## config.mk

```make
export PLATFORM = sky130hd
export DESIGN_NAME = rx_controller
export DESIGN_NICKNAME = d
export VERILOG_FILES = /design/src/rtl/rx_controller.sv
export SDC_FILE = /design/constraint.sdc
export NUM_CORES = 1
export LEC_CHECK = 0
export BUFFER_PORTS_ARGS = -buffer_cell sky130_fd_sc_hd__buf_2
export CAP_MARGIN = 15
export CORE_ASPECT_RATIO = 0.7
export CORE_MARGIN = 10
export CORE_UTILIZATION = 56
export CTS_BUF_LIST = sky130_fd_sc_hd__clkbuf_4 sky130_fd_sc_hd__clkbuf_8 sky130_fd_sc_hd__clkbuf_16
export CTS_CLUSTER_SIZE = 14
export DETAILED_ROUTE_END_ITERATION = 12
export PLACE_DENSITY = 0.83
export SLEW_MARGIN = 20
export SYNTH_ARGS = -nofsm -noshare
export SYNTH_HDL_FRONTEND = slang
export SYNTH_SLANG_ARGS = --single-unit
```

## constraint.sdc

```tcl
create_clock -name clk -period 2.2 [get_ports clk]
set_clock_uncertainty 0.2 [all_clocks]
set_input_delay 0.44 -clock clk [delete_from_list [all_inputs] [get_ports clk]]
set_output_delay 0.44 -clock clk [all_outputs]
set_load 0.005 [all_outputs]
```

## src/rtl/rx_controller.sv

```systemverilog
`default_nettype none
// ============================================================================
// Module      : rx_controller
// Description : 8N1 serial receiver with a two-flop input synchronizer,
//               mid-bit sampling, frame-error detection and wait-for-idle
//               recovery after a broken stop bit.
// Revision    : 1.0 - initial release
// ============================================================================
module rx_controller #(
    parameter int CLKS_PER_BIT = 16
) (
    input  logic       clk,
    input  logic       reset,
    input  logic       i_rx_serial,
    output logic [7:0] o_rx_data,
    output logic       o_rx_valid,
    output logic       o_rx_active,
    output logic       o_rx_frame_err
);

    localparam int CNT_W = (CLKS_PER_BIT > 1) ? $clog2(CLKS_PER_BIT) : 1;

    localparam logic [CNT_W-1:0] c_HALF_LAST = CNT_W'(CLKS_PER_BIT / 2 - 1);
    localparam logic [CNT_W-1:0] c_BIT_LAST  = CNT_W'(CLKS_PER_BIT - 1);

    localparam logic [2:0] c_S_IDLE      = 3'd0;
    localparam logic [2:0] c_S_START     = 3'd1;
    localparam logic [2:0] c_S_DATA      = 3'd2;
    localparam logic [2:0] c_S_STOP      = 3'd3;
    localparam logic [2:0] c_S_WAIT_HIGH = 3'd4;

    logic [1:0]       r_sync;
    logic             r_rx_s;
    logic [2:0]       r_state;
    logic [2:0]       w_state_next;
    logic [CNT_W-1:0] r_cnt;
    logic [2:0]       r_bit_idx;
    logic [7:0]       r_shift;
    logic             w_tick;
    logic             w_valid_nxt;
    logic             w_ferr_nxt;
    logic             w_active_nxt;
    logic [7:0]       r_rx_data;
    logic             r_rx_valid;
    logic             r_rx_active;
    logic             r_frame_err;

    always_ff @(posedge clk or posedge reset) begin
        if (reset) begin
            r_sync <= 2'b11;
        end else begin
            r_sync <= {r_sync[0], i_rx_serial};
        end
    end

    assign r_rx_s = r_sync[1];

    // The start bit is checked half a period in; every later sample is a full period apart.
    assign w_tick = (r_state == c_S_START) ? (r_cnt == c_HALF_LAST)
                                           : (r_cnt == c_BIT_LAST);

    always_ff @(posedge clk or posedge reset) begin
        if (reset) begin
            r_state <= c_S_IDLE;
        end else begin
            r_state <= w_state_next;
        end
    end

    always_comb begin
        w_state_next = r_state;
        case (r_state)
            c_S_IDLE: begin
                if (!r_rx_s) begin
                    w_state_next = c_S_START;
                end
            end
            c_S_START: begin
                if (w_tick) begin
                    w_state_next = r_rx_s ? c_S_IDLE : c_S_DATA;
                end
            end
            c_S_DATA: begin
                if (w_tick && (r_bit_idx == 3'd7)) begin
                    w_state_next = c_S_STOP;
                end
            end
            c_S_STOP: begin
                if (w_tick) begin
                    w_state_next = r_rx_s ? c_S_IDLE : c_S_WAIT_HIGH;
                end
            end
            c_S_WAIT_HIGH: begin
                if (r_rx_s) begin
                    w_state_next = c_S_IDLE;
                end
            end
            default: begin
                w_state_next = c_S_IDLE;
            end
        endcase
    end

    always_comb begin
        w_valid_nxt  = (r_state == c_S_STOP) && w_tick && r_rx_s;
        w_ferr_nxt   = (r_state == c_S_STOP) && w_tick && !r_rx_s;
        w_active_nxt = (w_state_next != c_S_IDLE);
    end

    always_ff @(posedge clk or posedge reset) begin
        if (reset) begin
            r_cnt     <= '0;
            r_bit_idx <= 3'd0;
            r_shift   <= 8'h00;
        end else begin
            case (r_state)
                c_S_START, c_S_DATA, c_S_STOP: begin
                    r_cnt <= w_tick ? '0 : r_cnt + 1'b1;
                end
                default: begin
                    r_cnt <= '0;
                end
            endcase

            // LSB arrives first, so shifting in from the top leaves bit 0 at the bottom.
            if (r_state == c_S_DATA) begin
                if (w_tick) begin
                    r_bit_idx <= r_bit_idx + 3'd1;
                    r_shift   <= {r_rx_s, r_shift[7:1]};
                end
            end else begin
                r_bit_idx <= 3'd0;
            end
        end
    end

    always_ff @(posedge clk or posedge reset) begin
        if (reset) begin
            r_rx_data   <= 8'h00;
            r_rx_valid  <= 1'b0;
            r_rx_active <= 1'b0;
            r_frame_err <= 1'b0;
        end else begin
            r_rx_valid  <= w_valid_nxt;
            r_frame_err <= w_ferr_nxt;
            r_rx_active <= w_active_nxt;
            if (w_valid_nxt) begin
                r_rx_data <= r_shift;
            end
        end
    end

    assign o_rx_data      = r_rx_data;
    assign o_rx_valid     = r_rx_valid;
    assign o_rx_active    = r_rx_active;
    assign o_rx_frame_err = r_frame_err;

endmodule
`default_nettype wire

```

# Word-level counts from Yosys, hierarchy flattened
# Cells that the tools add are included.
# op_classes
n_reduce_logical,9
mux,13
add_sub_neg,2
n_eq_ne,8
# op_table
op,count
$mux 3,8
$pmux 3 s5,1
$mux 4,2
$eq 3x2->1 const B,2
$eq 3x3->1 const B,2
$add 4x1->4 const B,1
$eq 4x3->1 const B,1
$eq 4x4->1 const B,1
$logic_and 1x1->1,4
$add 3x1->3 const B,1
$eq 3x1->1 const B,1
$logic_not 3->1,1
$reduce_bool 3->1,1
$reduce_or 3->1,1
$mux 2,1
$ne 2x2->1 const B,1
$reduce_and 2->1,1
$logic_not 1->1,1
$mux 1,1
# totals
in_bits,3
register_bits,31

# Logic depth before layout (Yosys ltp)
# depth
depth_word,6
depth_mapped,6

# Worst setup path after synthesis
# Ideal clock, no wire load.
# synth_timing
path_type,register to register
from,register r_cnt[0]
to,register r_shift[0]
path_stages_with_launch,7
t_required_ps,1875
slack_ps,340
setup_ps,125
arrival_time_ps,1535
cell_sequence,dfrtp_1 > ha_1 > buf_4 > nand3_4 > or3_1 > buf_6 > mux2_4
# synth_between
elab_chain_cells,3
word_cells_on_any_way,4
# synth_rtl
element,line_no,source
start: declaration,36,logic [CNT_W-1:0] r_cnt;
start signal: assignment,118,r_cnt <= w_tick ? '0 : r_cnt + 1'b1;
$eq 4x4->1 / $eq 4x3->1 (equally long branches),"60, 59",
$mux 1 *,59,assign w_tick = (r_state == c_S_START) ? (r_cnt == c_HALF_LAST)
$reduce_and 2->1 (no source line) *,n/a,
end signal: assignment,129,"r_shift <= {r_rx_s, r_shift[7:1]};"
end: declaration,38,logic [7:0] r_shift;
# Every way passes the cells marked *; elsewhere a longest branch is shown, timed or not.
# A chain may end at the register's enable or synchronous reset.

# Final worst setup path
# layout_timing
from,register r_cnt[0]
to,register r_rx_data[4] (netlist: o_rx_data[4])
# layout_between
elab_chain_cells,4
word_cells_on_any_way,5
# layout_rtl
element,line_no,source
$eq 4x4->1 / $eq 4x3->1 (equally long branches),"60, 59",
$mux 1 *,59,
$logic_and 1x1->1 * (2 in series),105,w_valid_nxt = (r_state == c_S_STOP) && w_tick && r_rx_s;
end signal: assignment,148,r_rx_data <= r_shift;
end: declaration,43,logic [7:0] r_rx_data;
# Marked as above.

==> results.json <==
{
  "status": "complete, no violations",
  "critPathArrivalTime_ns": 2.04,
  "ys_seq_elements": 31,
  "cts.clk_slew.worst_paths_ns": 0.09,
  "grt_usage_pct": 11.9,
  "diodes": 0,
  "wl_um": 2520,
  "design_area_mm2": 0.00155,
  "vias": 815,
  "worst_slew_pin_slew_ns": 0.373,
  "first_global_vias": 851,
  "synth-compound-area-share_pct": 6.16,
  "synth_top_family_by_area": "multiplexers",
  "hold_violations": 0,
  "path_class": "flop to flop",
  "chipWidth_um": 78.9,
  "ios": 14,
  "layout_commonest_cell": "dfrtp_1",
  "dr.pass1.iters": 4,
  "syn_inst": 100,
  "placed_cells": 142,
  "grt_pass1_wl_um": 4340,
  "fp-row-count": 14,
  "antenna_found_initial": 0,
  "drc_errors": 0,
  "grt_max_degree": 32,
  "power_leakage_nw": 0.792,
  "io_buffers": 13,
  "cts_buffers": 5,
  "syn_to_final_growth_pct": 13.6,
  "fin_crit_sh_pct": 91.7,
  "max_freq_mhz": 496,
  "ys_seq_area_share_pct": 57.2,
  "coreArea_mm2": 0.00222,
  "cap_violations": 0,
  "syn_avg_cell_area_um2": 13.6,
  "synth_top_area_share_pct": 53.4,
  "place_hpwl_um": 1800,
  "design.die.area_mm2": 0.00483,
  "place_congestion": 0.885,
  "synth_area_leaders": "dfrtp_1 (53%), mux2_4 (8.8%), mux2_2 (6.6%)",
  "synthArstFlopShare_pct": 100,
  "synthAdderAreaFrac_pct": 2.76,
  "synth-main-ff-cell": "dfrtp_1",
  "clock_latency_ns": 0.33,
  "synth.distinct_cells": 35,
  "tns_ns": 0,
  "synth_edf_count": 0,
  "cts.sink_count": 31,
  "end_kind": "flop",
  "htreeDepth": 2,
  "postRouteAntennaNets": 0,
  "maxSlewHeadroom_pct": 75.1,
  "start_util_pct": 61.1,
  "hold_class": "flop to flop",
  "drtIter0Drc": 41,
  "cts_buffer_depth": 2,
  "dpl_cell_area_mm2": 0.00146,
  "fin_cells": 151,
  "synth_mux_area_share_pct": 16.9,
  "synth_nets": 106,
  "final_cell_mix": "dfrtp_1 (29), buf_2 (13), mux2_2 (8), mux2_4 (8), nor3_1 (7)",
  "synth_largest_area_cell": "dfrtp_1",
  "power.density_mw_per_mm2": 855,
  "chipHeight_um": 61.2,
  "gr-total-overflow": 0,
  "cts-root-buf": "clkbuf_4",
  "setup_violations": 0,
  "drive_above_1_share_pct": 41.2,
  "cts_tree": "built",
  "whs_ns": 0.160,
  "final_nets": 125,
  "synth-simple-area-share_pct": 10.9,
  "synth-xor-area-share_pct": 1.93,
  "rsz0062_at_grt": "no",
  "required_ns": 2.22,
  "maxSlewViolCount": 0,
  "yosysWarnings": 0,
  "via_per_inst": 5.40,
  "synthesis.area_mm2": 0.00136,
  "ir_worst_vdd_v": 0.000647,
  "wire_per_inst_um": 16.7,
  "min_period_ns": 2.02,
  "start_kind": "flop",
  "cp_max_fo": 9
}
## routing by layer
metal / vias up / share of wire (%) / global-route usage, %
li1: 394 / - / -
met1: 402 / 44 / 13.9
met2: 13 / 49 / 18.5
met5: - / 0 / 0
met3: 6 / 6.0 / 6.10
met4: 0 / 1.2 / 4.58
## timing repair
action                                  in CTS  in global routing
hold buffers                                 2                  0
endpoints found under the setup margin       0                  8
gates resized for setup                      0                  1
buffers inserted                             0                  0
endpoints found under the hold margin       30                  0
## cell usage after synthesis (2+ instances only)
| cell type | instances |
|---|---|
| nor2b_1 | 2 |
| a21oi_1 | 3 |
| nor2_1 | 2 |
| mux2i_1 | 2 |
| inv_1 | 3 |
| buf_4 | 2 |
| nand2_1 | 3 |
| dfstp_2 | 2 |
| buf_2 | 2 |
| mux2_4 | 8 |
| xor2_1 | 2 |
| nor3_1 | 7 |
| dfrtp_1 | 29 |
| mux2_2 | 8 |
| ha_1 | 3 |
| a41oi_1 | 2 |
| clkbuf_1 | 2 |
## worst paths after layout
check | endpoint | slack (ns) | from | cells after the start
min | r_sync[1] | 0.16 | r_sync[0] | 0
max | o_rx_data[4] | 0.18 | r_cnt[0] | 5
max reg2reg | o_rx_data[4] | 0.18 | r_cnt[0] | 5
min in group asynchronous | o_rx_data[3] | 0.52 | reset | 4
max in group asynchronous | r_sync[1] | 0.96 | reset | 4
min reg2reg | r_sync[1] | 0.16 | r_sync[0] | 0
## area by class of cell
type                       instances  area, um^2
clock buffer                       6        51.3
clock inverter                     1        5.00
fill                             159         679
inverter                           3        11.3
multi-input combinational         59         532
sequential                        31         778
tap                               32        40.0
timing repair buffer              19         128
## worst max-delay path: stages (launching register included)
cell     delay, ns
dfrtp_1       0.37
ha_1          0.35
and4_2        0.31
and3_1        0.21
buf_12        0.14
mux2_2        0.33
## per-stage QoR
stage | power [mW] | setup slack [ns] | utilization [%]
4_1_cts | 1.33 | 0.0237 | 69.2
5_1_grt | 1.40 | 0.0998 | 69.5
6_report | 1.32 | 0.183 | 69.5
2_1_floorplan | 0.946 | 0.340 | -
3_5_place_dp | 0.993 | 0.0390 | 65.8
3_3_place_gp | 0.974 | 0.132 | 65.8
## kinds of logic after synthesis
logic type,Yosys count
muxes,18
xor gates and xnor gates,3
adders and majority gates,3
and+or+nand+nor,24
AOI/OAI and AO/OA,11
buffers and inverters,10
DFF,31
## where the power goes
group | total, mW | internal (mW) | switching (mW)
clock network | 0.333 | 0.148 | 0.185
registers | 0.717 | 0.630 | 0.0875
logic | 0.271 | 0.130 | 0.141
total | 1.32 | 0.907 | 0.413
## state kept, by name, indices dropped and copies added (netlist names)
name	flops
o_rx_active	1
o_rx_data	8
o_rx_frame_err	1
o_rx_valid	1
r_bit_idx	3
r_cnt	4
r_shift	8
r_state	3
r_sync	2
(Power assumes the default switching activity.)
